[src/rtl/knn_pkg.sv]
// Shared constants and types for the knn_classification front-end sequencer.
package knn_pkg;

    localparam int FEAT_W      = 16;
    localparam int NUM_FEAT    = 4;
    localparam int CLASS_W     = 4;
    localparam int K           = 5;
    localparam int NUM_CLASSES = 3;
    localparam int IDX_W       = $clog2(NUM_FEAT);

    typedef enum logic [1:0] {
        LOAD,
        KRST,
        RUN,
        OUT
    } seq_state_t;

    typedef logic [CLASS_W-1:0] class_t;

endpackage

[src/rtl/knn_agree_count.sv]
// Counts how many of the K neighbour classes equal the reference class.
module knn_agree_count
    import knn_pkg::*;
(
    input  class_t [K-1:0] nbrs,
    input  class_t         ref_class,
    output logic   [2:0]   agree
);

    // Popcount of per-neighbour equality.
    always_comb begin
        agree = '0;
        for (int i = 0; i < K; i++) begin
            if (nbrs[i] == ref_class) begin
                agree = agree + 3'd1;
            end
        end
    end

endmodule

[src/rtl/knn_query_sequencer.sv]
// Host-side sequencer for knn_classification: packs one query, pulses the
// classifier reset, waits out its fixed latency and presents the result.
//
// state | meaning
// LOAD  | accepting feature words into the test vector
// KRST  | classifier held in reset
// RUN   | classifier evaluating, counting its latency
// OUT   | result presented, waiting for handshake
module knn_query_sequencer
    import knn_pkg::*;
#(
    parameter int RST_CYCLES  = 1,
    parameter int KNN_LATENCY = 158
) (
    input  logic                       clk,
    input  logic                       rst_n,
    input  logic                       flush,
    input  logic                       s_feat_valid,
    output logic                       s_feat_ready,
    input  logic [FEAT_W-1:0]          s_feat_data,
    output logic                       knn_rst_n,
    output logic [NUM_FEAT*FEAT_W-1:0] knn_test_vector,
    input  class_t                     knn_c1,
    input  class_t                     knn_c2,
    input  class_t                     knn_c3,
    input  class_t                     knn_c4,
    input  class_t                     knn_c5,
    input  class_t                     knn_final_class,
    output logic                       m_res_valid,
    input  logic                       m_res_ready,
    output class_t                     m_res_class,
    output logic [K*CLASS_W-1:0]       m_res_nbrs,
    output logic [2:0]                 m_res_agree,
    output logic                       m_res_invalid,
    output logic                       busy,
    output logic [15:0]                query_count
);

    localparam int RUN_W  = $clog2(KNN_LATENCY + 1);
    localparam int KRST_W = (RST_CYCLES > 1) ? $clog2(RST_CYCLES) : 1;
    localparam logic [RUN_W-1:0]  RUN_LOAD  = RUN_W'(KNN_LATENCY - 1);
    localparam logic [KRST_W-1:0] KRST_LOAD = KRST_W'(RST_CYCLES - 1);

    seq_state_t        state, state_nxt;
    logic [IDX_W-1:0]  idx;
    logic [KRST_W-1:0] krst_cnt;
    logic [RUN_W-1:0]  run_cnt;
    class_t [K-1:0]    nbr_vec;
    logic [2:0]        agree_now;
    logic              feat_acc, res_hs, last_feat, run_done;

    // A word arriving together with flush is dropped.
    assign feat_acc  = s_feat_valid && s_feat_ready && !flush;
    assign res_hs    = m_res_valid && m_res_ready;
    assign last_feat = (idx == IDX_W'(NUM_FEAT - 1));
    assign run_done  = (run_cnt == '0);
    assign nbr_vec   = {knn_c1, knn_c2, knn_c3, knn_c4, knn_c5};

    knn_agree_count u_agree (
        .nbrs      (nbr_vec),
        .ref_class (knn_final_class),
        .agree     (agree_now)
    );

    // State register.
    always_ff @(posedge clk or negedge rst_n) begin
        if (!rst_n) state <= LOAD;
        else        state <= state_nxt;
    end

    // Next-state decode and state-derived stream flags.
    always_comb begin
        state_nxt    = state;
        s_feat_ready = (state == LOAD);
        busy         = (state != LOAD);
        case (state)
            LOAD: if (feat_acc && last_feat)  state_nxt = KRST;
            KRST: if (krst_cnt == '0)         state_nxt = RUN;
            RUN:  if (run_done)               state_nxt = OUT;
            OUT:  if (res_hs)                 state_nxt = LOAD;
            default:                          state_nxt = LOAD;
        endcase
        if (flush) state_nxt = LOAD;
    end

    // Feature index and phase down-counters; counters reload whenever idle in other states.
    always_ff @(posedge clk or negedge rst_n) begin
        if (!rst_n) begin
            idx      <= '0;
            krst_cnt <= KRST_LOAD;
            run_cnt  <= RUN_LOAD;
        end else begin
            if (flush)         idx <= '0;
            else if (feat_acc) idx <= last_feat ? '0 : idx + 1'b1;
            krst_cnt <= (state == KRST) ? krst_cnt - 1'b1 : KRST_LOAD;
            run_cnt  <= (state == RUN)  ? run_cnt - 1'b1  : RUN_LOAD;
        end
    end

    // Test vector packing, slot 0 in the MSBs; classifier reset released only in RUN.
    always_ff @(posedge clk or negedge rst_n) begin
        if (!rst_n) begin
            knn_test_vector <= '0;
            knn_rst_n       <= 1'b0;
        end else begin
            knn_rst_n <= (state_nxt == RUN);
            if (feat_acc) begin
                for (int i = 0; i < NUM_FEAT; i++) begin
                    if (idx == IDX_W'(i)) begin
                        knn_test_vector[(NUM_FEAT-1-i)*FEAT_W +: FEAT_W] <= s_feat_data;
                    end
                end
            end
        end
    end

    // Result capture at the end of RUN, hold until handshake, completed-query count.
    always_ff @(posedge clk or negedge rst_n) begin
        if (!rst_n) begin
            m_res_valid   <= 1'b0;
            m_res_class   <= '0;
            m_res_nbrs    <= '0;
            m_res_agree   <= '0;
            m_res_invalid <= 1'b0;
            query_count   <= '0;
        end else if (flush) begin
            m_res_valid <= 1'b0;
        end else if (state == RUN && run_done) begin
            m_res_valid   <= 1'b1;
            m_res_class   <= knn_final_class;
            m_res_nbrs    <= nbr_vec;
            m_res_agree   <= agree_now;
            m_res_invalid <= (knn_final_class >= CLASS_W'(NUM_CLASSES));
        end else if (res_hs) begin
            m_res_valid <= 1'b0;
            query_count <= query_count + 16'd1;
        end
    end

endmodule

[config.mk]
export PLATFORM = sky130hd
export DESIGN_NAME = knn_query_sequencer
export DESIGN_NICKNAME = d
export VERILOG_FILES = /design/src/rtl/knn_pkg.sv /design/src/rtl/knn_agree_count.sv /design/src/rtl/knn_query_sequencer.sv
export SDC_FILE = /design/constraint.sdc
export NUM_CORES = 1
export LEC_CHECK = 0
export CAP_MARGIN = 20
export CELL_PAD_IN_SITES_DETAIL_PLACEMENT = 1
export CELL_PAD_IN_SITES_GLOBAL_PLACEMENT = 1
export CORE_MARGIN = 8
export CORE_UTILIZATION = 38
export DETAILED_ROUTE_END_ITERATION = 8
export PLACE_DENSITY = 0.9
export SLEW_MARGIN = 20
export SYNTH_ARGS = -nofsm -noshare
export SYNTH_HDL_FRONTEND = slang
export SYNTH_SLANG_ARGS = --single-unit
[constraint.sdc]
create_clock -name clk -period 2.25 [get_ports clk]
set_input_delay 0.225 -clock clk [delete_from_list [all_inputs] [get_ports clk]]
set_output_delay 0.225 -clock clk [all_outputs]
set_load 0.005 [all_outputs]
==> results.toml <==
[global_routing]
first_global_vias = 4412
grt_pass1_wl_microns = 25800
antenna_found_initial = 0
grt-ovfl-total = 0
grt_max_degree = 67
grtUsageTotal_pct = 18.6

[drt]
detailedRoute.firstIterationViolations = 149
postRouteAntennaNets = 0
routed_wl_microns = 16500
drtPass1Iterations = 4
wl_per_cell_microns = 21.6
drc = 0
vias = 3735
vias_per_cell = 4.89

[worst_setup_path]
required_ns = 2.54
crit_fanout = 5
critPathLaunchType = "primary input"
critPathArrivalTime_ns = 2.48
cp_common_cell = "nand2_2"
critPathKind = "primary input to flop"
critPathSlowestCell = "and4_4"
worstPathCellList = "clkdlybuf4s15_2, buf_4, xnor2_2, and4_4, xor2_4, ha_4, nand2_2, nand2_2, ha_4, nand2_2, xnor3_1, mux2_4"
slowest_delay_ns = 0.32
cp-end-kind = "flop"

[timing]
slew_headroom_pct = 61.8
fmax_ghz = 0.456
fin_skew_ns = 0.00743
tns_ns = 0
fin_ws_ns = 0.0593
fin_hold_ws_ns = 0.173
finalCriticalPeriod_ns = 2.19
fin_crit_sh_pct = 97.4
slew_violations = 0
finalHoldViolCount = 0
setup_viol = 0
worst_pin_slew_ns = 0.571

[synthesis]
ys_ff_latch = 123
synth_cell_type_count = 43
syn_area_sq_mm = 0.00538
ys_warn_count = 0
synth.area.top_cells = "dfrtp_1 55%, mux2_1 11%, mux2_2 5.4%, xnor2_1 4.7%, mux2_4 2.8%"
yosys-top-cells-count = "118 x dfrtp_1, 54 x mux2_1, 29 x xnor2_1, 26 x mux2_2, 24 x nand2_1"
ys.flop_type = "dfrtp_1"
ys_seq_area_share_pct = 57.3
async_flop_share_pct = 100
synth_edf_count = 0
yosys.area.top_type = "dfrtp_1"
avgSynthCellArea_sq_um = 14.2
yosysMostFrequentCell = "dfrtp_1"
yosysTopAreaCellShare_pct = 54.8
synthCells = 380
synth_nets = 434

[placement]
hpwlAfterDp_microns = 11900
portBuffers = 156
dp_cells = 726
dp_slack_ns = -0.711
routabilityCongestion = 0.771

[power_and_ir_drop]
vdd_drop_max_v = 0.000528
powerDensity_mw_per_mm2 = 954
power_uw = 7690
leakage_uw = 0.00369

[finish]
num_antenna_cells = 0
fin_nets = 625
area_growth_syn_to_layout_pct = 49.7
drive_gt1_share_pct = 23.5
layout.cells.non_filler = 764

[clock_network]
clock_latency_ns = 0.41
path_clk_slew_ns = 0.06
cts_sinks = 123
clockBufferDepth = 2
cts_buffers = 17
htreeDepth = 4
cts_root_buffer = "clkbuf_16"
cts_tree = "built"

[die]
die_y_microns = 135
core_sq_mm = 0.0139
ios = 157
rows = 43
dieWidth_microns = 135
die_area_sq_mm = 0.0182
initial_core_util_pct = 38.8

[flow_run]
maxCapViolCount = 0

[worst_hold_path]
hold_class = "primary input to flop"

[status]
status = "finished clean"
-- report_power, final --
| group | switching [uW] | leakage [uW] | internal [uW] |
|---|---|---|---|
| sequential | 293 | 0.00161 | 2690 |
| combinational | 691 | 0.00178 | 1250 |
| clock | 947 | 0.000298 | 1820 |
-- layer usage --
| metal | up-vias | wire length (microns) | global-route usage [%] |
|---|---|---|---|
| met5 | - | 0 | 0 |
| met4 | 0 | 327 | 7.40 |
| met3 | 22 | 739 | 4.23 |
| met2 | 100 | 9060 | 34.4 |
| met1 | 1910 | 6360 | 20.0 |
| li1 | 1703 | - | - |
-- critical path, delay by kind of cell --
kind	cells	cell delay (ns)
multiplexers	1	0.28
adder cells (fa/ha/maj)	2	0.39
AND/OR/NAND/NOR	4	0.51
XOR/XNOR	3	0.62
buffers and inverters	2	0.43
-- timing repair --
action,4_1_cts,5_1_grt
pin swaps,12,12
buffers inserted,4,1
setup endpoints to repair,2,1
gates resized for setup,33,12
hold buffers,1,0
hold endpoints to repair,22,0
-- cells in the final DEF (no fill, tap or decap), drive strengths merged, types with 2 or more instances in the layout --
master,n
inv,9
clkdlybuf4s50,139
xor2,14
clkinv,5
dlygate4sd2,12
and3,5
xnor2,29
nand2,28
dfrtp,118
buf,29
nand4,6
a211oi,2
nor2,12
nand3,8
nor3b,3
nor3,3
xnor3,2
mux2,90
ha,9
bufinv,3
dfstp,5
and4,3
a21oi,6
nor4,2
clkbuf,26
nor2b,2
o21ai,2
nand2b,3
-- through the flow --
| stage | util [%] | cell area (sq um) |
|---|---|---|
| after CTS | 57.8 | 8020 |
| after detailed placement | 52.8 | 7330 |
| after global placement | 52.8 | 7330 |
| after floorplan | - | 5460 |
| final | 58.1 | 8060 |
| after global routing | 58.1 | 8060 |
-- logic make-up (layout without fill, tap and decap cells) --
logic type,Yosys count,in the layout,synth area share [%]
adders and majority gates,9,9,2.09
buffers and inverters,21,225,2.53
xor gates and xnor gates,45,45,8.18
AOI/OAI and AO/OA,15,15,2.14
and+or+nand+nor,77,77,8.25
DFF,123,123,57.3
muxes,90,90,19.5
-- worst paths after layout --
path	from	endpoint	slack, ns	depth (start not counted)
max	knn_final_class[1]	m_res_agree[2]	0.06	12
min	knn_final_class[2]	m_res_class[2]	0.17	2
min in group asynchronous	rst_n	knn_test_vector[52]	0.26	2
max in group asynchronous	rst_n	m_res_nbrs[13]	1.24	3
min reg2reg	run_cnt[0]	run_cnt[0]	0.45	1
max reg2reg	run_cnt[1]	m_res_nbrs[5]	0.13	7
-- final cells by class --
cell class	instances	area, sq um
well taps	180	225
fillers	1356	5820
repair buffers	184	1790
flip-flops and latches	123	3080
clock buffers	24	482
multi-input cells	236	2330
clock inverters	8	115
inverters	9	33.8
-- registers in the layout, summed over array words and instances (netlist names) --
| register | count |
|---|---|
| query_count | 16 |
| idx | 2 |
| state | 2 |
| knn_rst_n | 1 |
| m_res_nbrs | 20 |
| knn_test_vector | 64 |
| m_res_valid | 1 |
| m_res_invalid | 1 |
| krst_cnt | 1 |
| run_cnt | 8 |
| m_res_class | 4 |
| m_res_agree | 3 |
(Power assumes the default switching activity.)
